### src/rtl/fp_accum_ctrl.sv
// Streaming accumulation controller wrapped around the external combinational
// single-precision adder: sums one packet of operands and emits total + beat count.
module fp_accum_ctrl #(
  parameter int COUNT_W = 8
) (
  input  logic               clk,
  input  logic               reset_n,
  input  logic               in_valid,
  output logic               in_ready,
  input  logic [31:0]        in_data,
  input  logic               in_last,
  output logic               out_valid,
  input  logic               out_ready,
  output logic [31:0]        out_data,
  output logic [COUNT_W-1:0] out_count,
  output logic [31:0]        add_dataa,
  output logic [31:0]        add_datab,
  input  logic [31:0]        add_result
);

  localparam logic [1:0] IDLE  = 2'd0;
  localparam logic [1:0] ACCUM = 2'd1;
  localparam logic [1:0] DONE  = 2'd2;

  localparam logic [COUNT_W-1:0] COUNT_MAX = '1;
  localparam logic [COUNT_W-1:0] COUNT_ONE = COUNT_W'(1);

  logic [1:0]         state_q, state_d;
  logic [31:0]        acc_q, acc_d;
  logic [COUNT_W-1:0] count_q, count_d;
  logic               in_ready_q, in_ready_d;
  logic               out_valid_q, out_valid_d;
  logic               beat_accepted;

  assign beat_accepted = in_valid && in_ready_q;

  always_comb begin
    // NOTE: every signal assigned here gets a default first so no path leaves
    // it unassigned; that is what keeps synthesis from inferring a latch.
    state_d = state_q;
    acc_d   = acc_q;
    count_d = count_q;
    case (state_q)
      IDLE: begin
        if (beat_accepted) begin
          acc_d   = in_data;
          count_d = COUNT_ONE;
          state_d = in_last ? DONE : ACCUM;
        end
      end
      ACCUM: begin
        if (beat_accepted) begin
          acc_d = add_result;
          if (count_q != COUNT_MAX) count_d = count_q + COUNT_ONE;
          state_d = in_last ? DONE : ACCUM;
        end
      end
      DONE: begin
        if (out_ready) begin
          state_d = IDLE;
          acc_d   = '0;
          count_d = '0;
        end
      end
      default: state_d = IDLE;
    endcase
    // Handshake flags follow the next state, so they flip on the same edge
    // that accepts the last beat or completes the output transfer.
    in_ready_d  = (state_d != DONE);
    out_valid_d = (state_d == DONE);
  end

  always_ff @(posedge clk or negedge reset_n) begin
    if (!reset_n) begin
      state_q     <= IDLE;
      acc_q       <= '0;
      count_q     <= '0;
      in_ready_q  <= 1'b0;
      out_valid_q <= 1'b0;
    end else begin
      // NOTE: non-blocking assignments so every register samples the
      // pre-edge values, independent of statement order.
      state_q     <= state_d;
      acc_q       <= acc_d;
      count_q     <= count_d;
      in_ready_q  <= in_ready_d;
      out_valid_q <= out_valid_d;
    end
  end

  assign in_ready  = in_ready_q;
  assign out_valid = out_valid_q;
  assign out_data  = acc_q;
  assign out_count = count_q;
  assign add_dataa = acc_q;
  assign add_datab = in_data;

endmodule

### config.mk
export PLATFORM = sky130hd
export DESIGN_NAME = fp_accum_ctrl
export DESIGN_NICKNAME = d
export VERILOG_FILES = /design/src/rtl/fp_accum_ctrl.sv
export SDC_FILE = /design/constraint.sdc
export NUM_CORES = 1
export LEC_CHECK = 0
export CORE_MARGIN = 2
export CORE_UTILIZATION = 40
export DETAILED_ROUTE_END_ITERATION = 7
export HOLD_SLACK_MARGIN = 0.05
export PLACE_DENSITY = 0.95
export SETUP_SLACK_MARGIN = 0.4
export SYNTH_ARGS = -nofsm -noshare
export SYNTH_HDL_FRONTEND = slang
export SYNTH_SLANG_ARGS = --single-unit
### constraint.sdc
create_clock -name clk -period 5.6 [get_ports clk]
set_clock_uncertainty 0.1 [all_clocks]
set_input_delay 1.4 -clock clk [delete_from_list [all_inputs] [get_ports clk]]
set_output_delay 1.4 -clock clk [all_outputs]
set_load 0.02 [all_outputs]
# == After elaboration in Yosys (flattened, before gate mapping) ==
# Cells that the tools add are included.
# totals
regBits,44
in_bits,69
output_inout_bits,106
wordCells,34
# classes
addsub,1
eq_ne,9
mux,13
n_reduce_logical,6
# ops
operator,n
32-bit two-way mux,3
32-bit case mux with 3 select lines,1
8-bit two-way mux,4
8-bit case mux with 3 select lines,1
"2-bit inequality test, second input constant",5
"8-bit by 1-bit adder with 8-bit output, second input constant",1
"8-bit inequality test, second input constant",1
2-bit two-way mux,3
5-bit AND reduction,1
"2-bit == test, second input constant",2
2-bit case mux with 2 select lines,1
4-bit AND reduction,1
3-bit nonzero test,1
"2-bit by 1-bit == test with 1-bit output, second input constant",1
2-bit zero test,1
2-bit OR reduction,1
1-bit logical AND,1

# == Depth between registers and ports, before layout ==
# Gate-level depths: netlist of the first run.
# logic_depth
word_depth,4
depth_mapped,8
depth_no_buf,6

# == Worst setup path after synthesis of the first run ==
# No wires, ideal clock.
# synth_path
path_kind,input port to output port
start,input port in_data[0]
end,output port add_datab[0]
t_arrival_ps,1534
slack_ps,2566
cell_stages,1
path_cell_list,buf_4
# synth_lines
element,line,source
"start, declared",10,"input logic [31:0] in_data,"
"end, declared",17,"output logic [31:0] add_datab,"
# No word-level cell between the ends.

# == Worst setup path after layout of the first run ==
# layout_path
start,input port in_data[14]
end,output port add_datab[14]
# No word-level cell between the ends.

==> results of run 1 <==
[logic make-up after synthesis]
logic type               after synthesis
AO/OA/AOI/OAI                         89
multiplexers                           1
adder cells (fa/ha/maj)                7
buffers and inverters                 83
flip-flops                            44
AND/OR/NAND/NOR                       90
[worst min-delay path, stage by stage (launching register included)]
cell and delay [ps]:
dfrtp_1 360, nor2_1 50, a21oi_1 100
[final timing paths]
path | startpoint | endpoint | cells past startpoint | slack (ps)
worst max register to register | state_q[0]$_DFF_PN0_ | add_dataa[6]$_DFFE_PN0P_ | 5 | 2260
max in group asynchronous | reset_n | add_dataa[7]$_DFFE_PN0P_ | 1 | 3630
min in group asynchronous | reset_n | out_count[1]$_DFFE_PN0P_ | 1 | 1150
worst max-delay path | in_data[14] | add_datab[14] | 2 | 1570
worst min-delay path | add_dataa[2]$_DFFE_PN0P_ | add_dataa[2]$_DFFE_PN0P_ | 2 | 450
worst min register to register | add_dataa[2]$_DFFE_PN0P_ | add_dataa[2]$_DFFE_PN0P_ | 2 | 450
[synth_stat cells, types with 3 or more instances]
cell type and instances:
nand3_1 4, a21oi_1 66, inv_1 3, o21ai_0 6, nand2_1 4, nor2b_1 33
dfrtp_1 44, clkbuf_1 14, o31ai_1 3, buf_4 64, ha_1 7, nor2_1 36
and3_1 4
[layout make-up]
class | count | share of cell area, %
multi-input combinational | 187 | 26.0
tap | 80 | 2.43
sequential | 44 | 26.8
timing repair buffer | 175 | 42.4
clock buffer | 8 | 2.19
inverter | 3 | 0.274
[per-layer routing]
metal	wire, um	up-vias	track usage [%]
li1	-	1201	-
met1	2670	1145	19.7
met2	3650	119	33.6
met3	661	4	5.81
met4	54	0	4.40
met5	0	-	0
[registers in the layout, indices dropped and copies added (netlist names)]
register   flops
out_valid      1
state_q        2
add_dataa     32
out_count      8
in_ready       1
[stage by stage]
step	power, uW	cells
final	2370	497
after global routing	2550	497
after CTS	2390	497
after detailed placement	2180	489
after global placement	2130	489
after floorplan	1640	314
[power breakdown]
group          leakage, uW  switching, uW  total (uW)  internal (uW)
registers         0.000531            122         591            469
clock network    0.0000455            101         202            101
logic              0.00111            874        1580            702
total              0.00168           1100        2370           1270
==> impl_metrics.env, run 1 <==
export IMPL_top_achievable_clock_speed_mhz=248
export IMPL_die_x_um=86.4
export IMPL_crit_path_top_delay_cell="clkdlybuf4s50_1"
export IMPL_path_buf_inv=2
export IMPL_most_repeated_library_cell_on_the_critical_path="clkdlybuf4s50_1"
export IMPL_post_synth_and_or_nand_nor_area_fraction_pct=17.1
export IMPL_average_via_count_per_standard_cell=4.97
export IMPL_ctsHoldBuffers=0
export IMPL_grt_start_max_net_pins=45
export IMPL_insertedDiodeCount=0
export IMPL_vias_in_the_first_global_route=2430
export IMPL_detail_route_drc_violations=0
export IMPL_postCtsResizedCells=0
export IMPL_max_cap_violations=0
export IMPL_final_design_area_no_fill_um2=4120
export IMPL_critPathRequiredTime_ps=4100
export IMPL_tritoncts_num_buffers=5
export IMPL_critical_path_class="input pin to output port"
export IMPL_timing_critical_path_arrival_ps=2530
export IMPL_mux_cell_area_share_after_synthesis_pct=0.414
export IMPL_synth_top_area_share_pct=40.5
export IMPL_synth_async_sr_flop_share_pct=100
export IMPL_timing_critical_path_to_type="output port"
export IMPL_mostFrequentLayoutCells="clkdlybuf4s50_1, a21oi_1, dfrtp_1, nor2_1, nor2b_1"
export IMPL_setup_viol=0
export IMPL_mostFrequentLayoutCell="clkdlybuf4s50_1"
export IMPL_fraction_of_the_yosys_area_taken_by_sequential_cells_pct=40.5
export IMPL_antenna_left=0
export IMPL_yosys_area_share_adder_pct=3.22
export IMPL_clk_insertion_delay_late_ps=290
export IMPL_cts_clk_slew_worst_paths_ps=70
export IMPL_path_delay_family="buffers and inverters"
export IMPL_worst_hold_slack_ps=454
export IMPL_synthCells=314
export IMPL_result_of_the_run="finished, final reports clean"
export IMPL_die_area_um2=7470
export IMPL_power_density_nw_per_um2=576
export IMPL_fp_row_count=30
export IMPL_dr_first_iter_drc_count=62
export IMPL_synth_top_area_cell="dfrtp_1"
export IMPL_wl_per_cell_um=14.2
export IMPL_post_route_cells_drive_above_1_share_pct=2.64
export IMPL_detailed_place_area_um2=4030
export IMPL_max_fanout_on_critical_path=2
export IMPL_synth_top_family_by_area="buffers and inverters"
export IMPL_wirelength_um=7040
export IMPL_post_cts_setup_buffer_count=0
export IMPL_synth_nets=390
export IMPL_post_synth_main_area_contributors="dfrtp_1, buf_4, a21oi_1, nor2b_1, nor2_1"
export IMPL_hold_path_class="flop to flop"
export IMPL_area_sequential_um2=1100
export IMPL_initial_core_util_pct=40.7
export IMPL_firstDrtPassIters=5
export IMPL_synth_compound_area_share_pct=18.3
export IMPL_area_growth_pct=51.4
export IMPL_fin_crit_sh_pct=72.0
export IMPL_num_nets_final=492
export IMPL_fp_coreArea_um2=6680
export IMPL_antenna_found_initial=0
export IMPL_n_fill_cell=562
export IMPL_max_slew_margin_pct=15.6
export IMPL_final_min_clock_period_ps=4030
export IMPL_tns_ps=0
export IMPL_vdd_drop_max_uv=299
export IMPL_cts_max_path_buffers=2
export IMPL_final_max_slew_violation_count=0
export IMPL_ports_placed_on_the_boundary=175
export IMPL_groute_usage_overall_pct=18.0
export IMPL_rsz0062_at_grt="false"
export IMPL_dpl_hpwl_um=5290
export IMPL_dpl_worst_slack_ps=1560
export IMPL_htreeDepth=2
export IMPL_worst_setup_path_start_kind="input pin"
export IMPL_synth_area_um2=2720
export IMPL_leak_pwr_uw=0.00168
export IMPL_detailroute_via_count=2469
export IMPL_timing_final_ws_setup_ps=1570
export IMPL_final_hold_violation_count=0
export IMPL_ys_seq_elements=44
export IMPL_finalWeightedCongestion=0.760
export IMPL_synthDistinctLibCells=33
export IMPL_first_pass_grt_wire_length_um=10900
export IMPL_number_of_flops_mapped_to_enable_cells_by_yosys=0
export IMPL_multi_input_area_um2=1070
export IMPL_worst_slew_pin_transition_ps=1270
export IMPL_port_buffer_count=174
export IMPL_gr_total_overflow=0
export IMPL_cts_tree="yes"
export IMPL_synth_area_per_cell_um2=8.65
export IMPL_biggest_cell_delay_along_the_critical_path_ps=640
export IMPL_clockRootBuffer="clkbuf_8"
export IMPL_ys_flop_type="dfrtp_1"
export IMPL_cts_sinks=44
export IMPL_die_height_um=86.4
export IMPL_yosysWarningCount=0
export IMPL_post_route_util_pct=61.6
export IMPL_synth_xor_area_share_pct=0
export IMPL_critical_path_cell_chain="clkdlybuf4s50_1, clkdlybuf4s50_1"
No activity file was read; power rests on OpenSTA's default activity.
==> run 2, diff against run 1 <==
Settings changed: CORE_UTILIZATION 40 to 37, PLACE_DENSITY 0.95 to 0.94.
Clock period 5.6 ns to 4.1 ns, I/O delays scaled along.
==> run 2 against run 1 <==
  * Flip-flop and latch count stayed put
  * Count of clock-buffer cells in the layout down 2
  * Total power rose by 38%
  * Largest cell class unchanged
  * Final cell count grew 4.2%
==> impl_metrics.env, run 2 (synthesis results as in run 1) <==
export IMPL_result_of_the_run="finished, final reports clean"
export IMPL_power_share_switching_pct=46.6
export IMPL_die_height_um=89.7
export IMPL_area_growth_pct=52.9
export IMPL_largest_register_ff_count=32
export IMPL_post_cts_setup_buffer_count=0
export IMPL_final_max_slew_violation_count=0
export IMPL_pwr_share_comb_pct=66.5
export IMPL_final_min_clock_period_ps=3270
export IMPL_leak_pwr_uw=0.00170
export IMPL_max_slew_margin_pct=20.2
export IMPL_firstDrtPassIters=4
export IMPL_post_route_cells_drive_above_1_share_pct=3.58
export IMPL_vias_in_the_first_global_route=2618
export IMPL_rsz0062_at_grt="false"
export IMPL_tns_ps=0
export IMPL_fin_crit_sh_pct=79.7
export IMPL_insertedDiodeCount=0
export IMPL_tritoncts_num_buffers=5
export IMPL_area_sequential_um2=1100
export IMPL_antenna_found_initial=0
export IMPL_timing_critical_path_to_type="output port"
export IMPL_groute_usage_overall_pct=18.1
export IMPL_die_x_um=89.7
export IMPL_clk_insertion_delay_late_ps=300
export IMPL_first_pass_grt_wire_length_um=12100
export IMPL_wl_per_cell_um=14.3
export IMPL_postCtsResizedCells=0
export IMPL_cts_clk_slew_worst_paths_ps=80
export IMPL_switchingPower_uw=1520
export IMPL_fp_coreArea_um2=7180
export IMPL_cts_sinks=44
export IMPL_path_delay_family="buffers and inverters"
export IMPL_mostFrequentLayoutCells="clkdlybuf4s50_1, a21oi_1, dfrtp_1, nor2_1, nor2b_1"
export IMPL_biggest_cell_delay_along_the_critical_path_ps=620
export IMPL_detail_route_drc_violations=0
export IMPL_cts_max_path_buffers=2
export IMPL_fp_row_count=31
export IMPL_grt_start_max_net_pins=45
export IMPL_max_fanout_on_critical_path=2
export IMPL_cts_tree="yes"
export IMPL_top_achievable_clock_speed_mhz=306
export IMPL_seqPwrFrac_pct=24.8
export IMPL_initial_core_util_pct=37.9
export IMPL_worst_slew_pin_transition_ps=1200
export IMPL_worst_setup_path_start_kind="input pin"
export IMPL_path_buf_inv=2
export IMPL_htreeDepth=2
export IMPL_clock_power_share_pct=8.6
export IMPL_setup_viol=0
export IMPL_fin_total_pwr_uw=3260
export IMPL_multi_input_area_um2=1070
export IMPL_ports_placed_on_the_boundary=175
export IMPL_n_fill_cell=607
export IMPL_dpl_hpwl_um=5660
export IMPL_num_nets_final=494
export IMPL_critical_path_cell_chain="clkdlybuf4s50_1, clkdlybuf4s50_1"
export IMPL_detailroute_via_count=2531
export IMPL_critical_path_class="input pin to output port"
export IMPL_clockRootBuffer="clkbuf_8"
export IMPL_power_internal_uw=1740
export IMPL_mostFrequentLayoutCell="clkdlybuf4s50_1"
export IMPL_final_hold_violation_count=0
export IMPL_crit_path_top_delay_cell="clkdlybuf4s50_1"
export IMPL_die_area_um2=8050
export IMPL_antenna_left=0
export IMPL_port_buffer_count=174
export IMPL_timing_critical_path_arrival_ps=2140
export IMPL_gr_total_overflow=0
export IMPL_wirelength_um=7410
export IMPL_vdd_drop_max_uv=407
export IMPL_critPathRequiredTime_ps=2970
export IMPL_average_via_count_per_standard_cell=4.89
export IMPL_most_repeated_library_cell_on_the_critical_path="clkdlybuf4s50_1"
export IMPL_ctsHoldBuffers=0
export IMPL_hold_path_class="flop to flop"
export IMPL_max_cap_violations=0
export IMPL_power_density_nw_per_um2=785
export IMPL_finalWeightedCongestion=0.910
export IMPL_dr_first_iter_drc_count=85
run 2: path summary, 6_finish.rpt:
check	startpoint	end	cells past startpoint	slack, ps
min in group asynchronous	reset_n	out_count[3]$_DFFE_PN0P_	1	780
max	in_data[23]	add_datab[23]	2	830
max reg2reg	state_q[0]$_DFF_PN0_	out_count[7]$_DFFE_PN0P_	6	1700
max in group asynchronous	reset_n	add_dataa[15]$_DFFE_PN0P_	1	2490
min reg2reg	add_dataa[30]$_DFFE_PN0P_	add_dataa[30]$_DFFE_PN0P_	2	460
min	add_dataa[30]$_DFFE_PN0P_	add_dataa[30]$_DFFE_PN0P_	2	460
run 2: layout make-up:
cell class | instances | area share [%]
sequential | 44 | 26.5
multi-input combinational | 187 | 25.7
inverter | 3 | 0.271
timing repair buffer | 177 | 42.3
clock buffer | 6 | 1.99
tap | 99 | 2.98
clock inverter | 2 | 0.241
run 2: stage by stage:
step / cell area (um^2) / utilization [%] / hold slack [ps] / setup slack [ps] / std cells
final: 4160 / 57.9 / 456 / 833 / 518
after global routing: 4160 / 57.9 / 490 / 808 / 518
after CTS: 4160 / 57.9 / 470 / 825 / 518
after detailed placement: 4060 / 56.6 / 450 / 825 / 510
after global placement: 4060 / 56.6 / 431 / 848 / 510
after floorplan: 2720 / - / 501 / 1650 / 314
run 2: power groups by stage:
stage	logic [uW]	registers, uW	clock network, uW
3_3_place_gp	2120	803	0
2_1_floorplan	1240	1010	0
5_1_grt	2350	836	310
6_report	2170	810	282
4_1_cts	2200	809	293
3_5_place_dp	2190	815	0
run 2: layer usage:
metal  share of wire, %  up-vias  global-route usage [%]
met5                  0        -                       0
met2                 54      127                    35.5
met4                1.2        0                    4.74
met1                 36     1194                    18.4
met3                8.7       10                    5.53
li1                   -     1200                       -
